===== config.mk =====
export PLATFORM = sky130hd
export DESIGN_NAME = ntp_sync_ctrl
export DESIGN_NICKNAME = d
export VERILOG_FILES = /design/src/rtl/ntp_sync_ctrl.sv
export SDC_FILE = /design/constraint.sdc
export NUM_CORES = 1
export LEC_CHECK = 0
export CORE_MARGIN = 2
export CORE_UTILIZATION = 25
export CTS_CLUSTER_DIAMETER = 120
export CTS_CLUSTER_SIZE = 40
export DETAILED_ROUTE_END_ITERATION = 8
export GPL_ROUTABILITY_DRIVEN = 0
export SLEW_MARGIN = 20
export SYNTH_ARGS = -nofsm -noshare
export SYNTH_HDL_FRONTEND = slang
export SYNTH_SLANG_ARGS = --single-unit

===== constraint.sdc =====
create_clock -name i_clk -period 3.2 [get_ports i_clk]
set_clock_uncertainty 0.05 [all_clocks]
set_input_delay 0.64 -clock i_clk [delete_from_list [all_inputs] [get_ports i_clk]]
set_output_delay 0.64 -clock i_clk [all_outputs]
set_load 0.01 [all_outputs]

===== src/rtl/ntp_sync_ctrl.sv =====
// -----------------------------------------------------------------------------
// ntp_sync_ctrl
//
// Purpose:
//   Keeps the NTP timestamp counter aligned with the host NTP server. On a
//   resync trigger (the counter's 16 s pulse or a manual request) it asks the
//   network stage to send an NTP client request, then parses the 48-byte NTP
//   reply from the UDP payload stream. The Transmit Timestamp (bytes 40..47)
//   is offset by a fixed path-latency compensation and handed to the counter
//   as a 64-bit load value with a one-cycle load strobe. A missing reply is
//   re-requested up to MAX_RETRY times before the attempt is declared failed.
//
// Ports:
//   i_clk          system clock
//   i_rst          synchronous, active-high reset
//   i_ntp_sig      16 s pulse from the timestamp counter (resync trigger)
//   i_sync_now     one-cycle manual resync request
//   i_rx_data      UDP payload byte
//   i_rx_valid     i_rx_data carries a byte this cycle
//   i_rx_sof       first payload byte (qualified by i_rx_valid)
//   i_rx_eof       last payload byte (qualified by i_rx_valid)
//   o_ntp_req      one-cycle pulse: send an NTP client request
//   o_ntp_set      timestamp to load into the counter (held between loads)
//   o_ntp_set_sig  one-cycle load strobe for o_ntp_set
//   o_synced       sticky: at least one successful load since reset
//   o_sync_fail    one-cycle pulse: all retries exhausted
//   o_pkt_err      one-cycle pulse: a received packet was rejected
//   o_dbg_state    current FSM state (debug observation only)
//
// Rx stream handshake:
//   A byte is transferred on every cycle in which i_rx_valid is high; there
//   is no ready/backpressure, so this block must accept a byte every cycle.
//   i_rx_sof and i_rx_eof are only meaningful while i_rx_valid is high. A
//   cycle with i_rx_valid low simply stalls the packet.
// -----------------------------------------------------------------------------
module ntp_sync_ctrl #(
  parameter int unsigned TIMEOUT_CYC = 50_000_000,
  parameter int unsigned MAX_RETRY   = 3,
  parameter logic [63:0] COMP_FRAC   = 64'd8590
) (
  input  logic        i_clk,
  input  logic        i_rst,
  input  logic        i_ntp_sig,
  input  logic        i_sync_now,
  input  logic [7:0]  i_rx_data,
  input  logic        i_rx_valid,
  input  logic        i_rx_sof,
  input  logic        i_rx_eof,
  output logic        o_ntp_req,
  output logic [63:0] o_ntp_set,
  output logic        o_ntp_set_sig,
  output logic        o_synced,
  output logic        o_sync_fail,
  output logic        o_pkt_err,
  output logic [1:0]  o_dbg_state
);

  typedef enum logic [1:0] {
    S_IDLE  = 2'd0,
    S_WAIT  = 2'd1,
    S_RX    = 2'd2,
    S_APPLY = 2'd3
  } state_t;

  localparam logic [31:0] TMO_LAST  = 32'(TIMEOUT_CYC - 1);
  localparam logic [7:0]  RETRY_MAX = 8'(MAX_RETRY);
  localparam logic [2:0]  MODE_SERVER = 3'd4;
  localparam logic [5:0]  IDX_MAX     = 6'd63;
  localparam logic [5:0]  IDX_TS_LO   = 6'd40;
  localparam logic [5:0]  IDX_TS_HI   = 6'd47;

  // ---------------------------------------------------------------------------
  // State and datapath registers
  // ---------------------------------------------------------------------------
  state_t      state_q,   state_d;
  logic [5:0]  idx_q,     idx_d;      // index of the last byte received
  logic [7:0]  retry_q,   retry_d;
  logic [31:0] tcnt_q,    tcnt_d;
  logic [2:0]  mode_q,    mode_d;
  logic [7:0]  stratum_q, stratum_d;
  logic [63:0] cap_q,     cap_d;
  logic [63:0] set_q,     set_d;
  logic        synced_q,  synced_d;
  logic        req_q,     req_d;
  logic        set_sig_q, set_sig_d;
  logic        fail_q,    fail_d;
  logic        err_q,     err_d;

  // ---------------------------------------------------------------------------
  // Helper terms for the current byte
  // ---------------------------------------------------------------------------
  logic        rx_sof;
  logic        rx_eof;
  logic        timeout;
  logic [5:0]  idx_inc;
  logic        in_ts;
  logic [63:0] cap_shift;
  logic [63:0] cap_next;
  logic        stratum_ok;
  logic        accept;

  assign rx_sof  = i_rx_valid & i_rx_sof;
  assign rx_eof  = i_rx_valid & i_rx_eof;
  assign timeout = (tcnt_q == TMO_LAST);

  // The index saturates so that an overlong packet can never wrap back
  // round to 47 and be mistaken for a correctly sized reply.
  assign idx_inc = (idx_q == IDX_MAX) ? IDX_MAX : idx_q + 6'd1;

  assign in_ts     = (idx_inc >= IDX_TS_LO) && (idx_inc <= IDX_TS_HI);
  assign cap_shift = {cap_q[55:0], i_rx_data};
  // Capture value including this byte, so the nonzero test on the eof byte
  // sees the complete timestamp.
  assign cap_next  = in_ts ? cap_shift : cap_q;

  assign stratum_ok = (stratum_q != 8'd0) && (stratum_q <= 8'd15);
  assign accept     = (idx_inc == IDX_TS_HI) && (mode_q == MODE_SERVER) &&
                      stratum_ok && (cap_next != 64'd0);

  // ---------------------------------------------------------------------------
  // State register
  // ---------------------------------------------------------------------------
  always_ff @(posedge i_clk) begin
    if (i_rst) begin
      state_q   <= S_IDLE;
      idx_q     <= 6'd0;
      retry_q   <= 8'd0;
      tcnt_q    <= 32'd0;
      mode_q    <= 3'd0;
      stratum_q <= 8'd0;
      cap_q     <= 64'd0;
      set_q     <= 64'd0;
      synced_q  <= 1'b0;
      req_q     <= 1'b0;
      set_sig_q <= 1'b0;
      fail_q    <= 1'b0;
      err_q     <= 1'b0;
    end else begin
      state_q   <= state_d;
      idx_q     <= idx_d;
      retry_q   <= retry_d;
      tcnt_q    <= tcnt_d;
      mode_q    <= mode_d;
      stratum_q <= stratum_d;
      cap_q     <= cap_d;
      set_q     <= set_d;
      synced_q  <= synced_d;
      req_q     <= req_d;
      set_sig_q <= set_sig_d;
      fail_q    <= fail_d;
      err_q     <= err_d;
    end
  end

  // ---------------------------------------------------------------------------
  // Next-state and output logic
  // ---------------------------------------------------------------------------
  always_comb begin
    state_d   = state_q;
    idx_d     = idx_q;
    retry_d   = retry_q;
    tcnt_d    = tcnt_q;
    mode_d    = mode_q;
    stratum_d = stratum_q;
    cap_d     = cap_q;
    set_d     = set_q;
    synced_d  = synced_q;
    req_d     = 1'b0;
    set_sig_d = 1'b0;
    fail_d    = 1'b0;
    err_d     = 1'b0;

    unique case (state_q)
      S_IDLE: begin
        if (i_ntp_sig || i_sync_now) begin
          req_d   = 1'b1;
          state_d = S_WAIT;
          tcnt_d  = 32'd0;
          retry_d = 8'd0;
        end
      end

      S_WAIT, S_RX: begin
        tcnt_d = tcnt_q + 32'd1;
        if (timeout) begin
          // Expiry wins over any byte arriving in the same cycle; a packet
          // in flight is abandoned.
          tcnt_d = 32'd0;
          if (retry_q < RETRY_MAX) begin
            retry_d = retry_q + 8'd1;
            req_d   = 1'b1;
            state_d = S_WAIT;
          end else begin
            fail_d  = 1'b1;
            state_d = S_IDLE;
          end
        end else if (rx_sof) begin
          // A start byte always opens a fresh packet, discarding any
          // partially received one.
          idx_d     = 6'd0;
          mode_d    = i_rx_data[2:0];
          stratum_d = 8'd0;
          cap_d     = 64'd0;
          if (rx_eof) begin
            err_d   = 1'b1;      // one-byte packet: length error
            state_d = S_WAIT;
          end else begin
            state_d = S_RX;
          end
        end else if ((state_q == S_RX) && i_rx_valid) begin
          idx_d = idx_inc;
          if (idx_inc == 6'd1) begin
            stratum_d = i_rx_data;
          end
          cap_d = cap_next;
          if (rx_eof) begin
            if (accept) begin
              state_d = S_APPLY;
            end else begin
              // The reply window keeps running across a rejected packet.
              err_d   = 1'b1;
              state_d = S_WAIT;
            end
          end
        end
      end

      S_APPLY: begin
        set_d     = cap_q + COMP_FRAC;   // wraps mod 2^64
        set_sig_d = 1'b1;
        synced_d  = 1'b1;
        state_d   = S_IDLE;
      end

      default: begin
        state_d = S_IDLE;
      end
    endcase
  end

  // ---------------------------------------------------------------------------
  // Outputs (all registered)
  // ---------------------------------------------------------------------------
  assign o_ntp_req     = req_q;
  assign o_ntp_set     = set_q;
  assign o_ntp_set_sig = set_sig_q;
  assign o_synced      = synced_q;
  assign o_sync_fail   = fail_q;
  assign o_pkt_err     = err_q;
  assign o_dbg_state   = state_q;

endmodule


==> results by group <==
Layout
  • Layout area overhead: 21.1%
  • Layout cells sized above 1: 7.08%
  • Layout Cells excl Fill: 1563
  • Antenna Cells: 0
  • Nets: 1113
  • Fill cells: 3743
  • Final Cell Area: 10900 um^2

Detailed routing
  • Post-route ant nets: 0
  • Drt total wl: 27.3 mm
  • DRT iter0 DRCs: 802
  • Drt wl/cell: 17.4 um
  • Vias per inst: 5.30
  • Pre-Repair DR Iteration Count: 6
  • Detailed-route via count: 8290
  • DR DRC count: 0

Place
  • PortBufs: 85
  • Cell count after placement: 1532
  • Placed cell areas: 10400 um^2
  • Place WS: 428 ps
  • HPWL Detailed: 18.7 mm

Clocking
  • Clock Latency Late Sink: 440 ps
  • Root Buffer: clkbuf_16
  • CTS sink count: 192
  • Cts hold-fix bufs: 0
  • Num CTS Buffers: 17
  • Max clock buf depth: 2
  • Cts repair resizes: 0
  • TritonCTS clock tree: built
  • Clock transition at path regs: 80 ps
  • Post-CTS setup buffer count: 0
  • CTS H-Tree Depth: 4

Synth
  • Most common cell in the synthesized netlist: dfxtp_1
  • Cell Area, Synth: 9020 um^2
  • Asr flop ratio synth: 0%
  • Mean post-synth cell area: 8.64 um^2
  • Largest cells by area after synthesis: dfxtp_1 43%, a32o_1 7.1%, nor2_1 5.1%
  • Syn_nets: 1068
  • Leading area contributor after synthesis: dfxtp_1
  • Most frequent cells after synthesis: 192 x dfxtp_1, 123 x nor2_1, 82 x clkbuf_1
  • Synth cell types: 60
  • Sequential cell area fraction in the yosys report: 42.6%
  • Ys flop type: dfxtp_1
  • Post-Syn Instances: 1045
  • Area fraction of the dominant cell type after synthesis: 42.6%
  • #FFs+latches synth: 192
  • EDFF count, synth: 0
  • Synthesis Warnings: 0

GRT
  • Largest net degree at the start of global routing: 65
  • First-pass GRT wire length: 43.7 mm
  • Global route overflow: 0
  • GRT Total Usage: 14.3%
  • Vias in the first global route: 7832
  • Initial antenna violation count: 0

STA
  • Final setup violation count: 0
  • Slew headroom: 35.6%
  • Final Max Slew Viols: 0
  • Final hold viol count: 0
  • Period minus WS final: 2670 ps
  • Setup TNS: 0 ps
  • RSZ-0062 raised after global routing: no
  • Actual slew at the worst max-slew pin: 965 ps
  • Setup ws final: 527 ps
  • Max frequency: 0.374 GHz
  • Period utilization: 83.5%

Critical path
  • CP cell instances: a41oi_2 -> or3b_1 -> or4_4 -> or4_1 -> and3_1
  • Crit end category: flop
  • CP required: 3480 ps
  • Largest fanout on the critical path: 14
  • CP Launch Type: flop
  • CP max stage delay: 670 ps
  • R2r startpoint: cap_q[9]
  • Critical-path top delay cell: or4_4
  • Critical path origin: cap_q[9]
  • Crit path max-delay family: simple AND/OR/NAND/NOR gates
  • Buf/Inv on CP: 0
  • Crit path kind: reg2reg
  • CP arrival: 2950 ps

Job
  • Total of max-cap violations: 0

Floorplan
  • Starting Density: 25.4%
  • Die height: 194 um
  • Die width: 194 um
  • Core area: 35600 um^2
  • Ports: 86
  • Rows: 69
  • Die ar.: 37600 um^2

Status
  • Status: finished, final reports clean

Power
  • Sw Share: 25.0%
  • Leak: 3.32 nW
  • Clock Power Share: 43.5%
  • Combinational share of power: 4.6%
  • Power per Cell Area: 424 nW/um^2
  • Maximum vdd drop: 0.316 mV
  • Flop pwr share: 51.9%
  • Int Power: 3.48 mW
  • Total power: 4.63 mW
  • Sw power: 1.16 mW

Worst hold path
  • Hold Path Origin: retry_q[6]
  • Hold crit path type: reg2reg
state kept, by name, summed over array words and instances, names as in the netlist:
signal,flops
cap_q,64
idx_q,6
mode_q,3
o_dbg_state,2
o_ntp_req,1
o_ntp_set,64
o_ntp_set_sig,1
o_pkt_err,1
o_sync_fail,1
o_synced,1
retry_q,8
stratum_q,8
tcnt_q,32
kinds of logic after synthesis:
logic type | after synthesis | synth area share, %
adders and majority gates | 8 | 1.11
and+or+nand+nor | 440 | 25.7
muxes | 9 | 0.998
xor gates and xnor gates | 54 | 5.24
buffers and inverters | 126 | 5.39
DFF | 192 | 42.6
AOI/OAI and AO/OA | 216 | 19.0
cells in the final DEF, fill, tap and decap left out, drive strengths merged, types with 5 or more instances in the layout:
cell type      instances
a211oi                35
a21oi                 29
a22o                   8
a311oi                12
a32o                  64
and3                  11
and4                  19
buf                   34
clkbuf                19
clkdlybuf4s50         84
clkinvlp               5
dfxtp                192
ha                     8
inv                   39
mux2i                  9
nand2                 61
nand2b                 6
nand3                 39
nand4                 38
nor2                 123
nor3                  27
nor4                  60
nor4b                  8
o21ai                 30
or2                    6
or3                   15
or4                   12
xnor2                 27
xor2                  27
through the flow:
step | hold WS (ps) | util [%]
global placement | 383 | 29.2
floorplan | 370 | -
detailed placement | 390 | 29.2
global route | 440 | 30.7
CTS | 401 | 30.7
finish | 393 | 30.7
worst paths after layout:
check | slack (ps) | cells past startpoint | to
worst max register to register | 530 | 5 | o_ntp_set[61]
worst max-delay path | 530 | 5 | o_ntp_set[61]
worst min-delay path | 390 | 2 | retry_q[6]
worst min register to register | 390 | 2 | retry_q[6]
per-layer routing:
layer  GRT usage [%]  share of wire (%)  up-vias
li1                -                  -     4039
met1            19.6                 47     4004
met2            22.8                 46      222
met3            2.66                5.7       25
met4            4.38                1.3        0
met5               0                  0        -
area by class of cell:
class	count	area [um^2]	area share, %
repair buffers	118	1130	10.4
clock buffers	19	433	3.96
clock inverters	12	101	0.927
flip-flops and latches	192	3840	35.2
well taps	461	577	5.28
multi-input cells	727	4710	43.1
inverters	34	128	1.17
power groups by stage:
stage	clock, mW	combinational [mW]	sequential [mW]
6_report	2.02	0.212	2.40
4_1_cts	2.06	0.212	2.40
2_1_floorplan	0	0.124	2.46
3_3_place_gp	0	0.209	2.46
5_1_grt	2.16	0.231	2.40
3_5_place_dp	0	0.211	2.46
worst register-to-register path: cells and delay by family, from the launching register on:
kind | cells | cell delay [ps]
simple gates | 4 | 1820
compound gates | 1 | 190
flops | 1 | 510
Power figures use the tool's default switching activity.
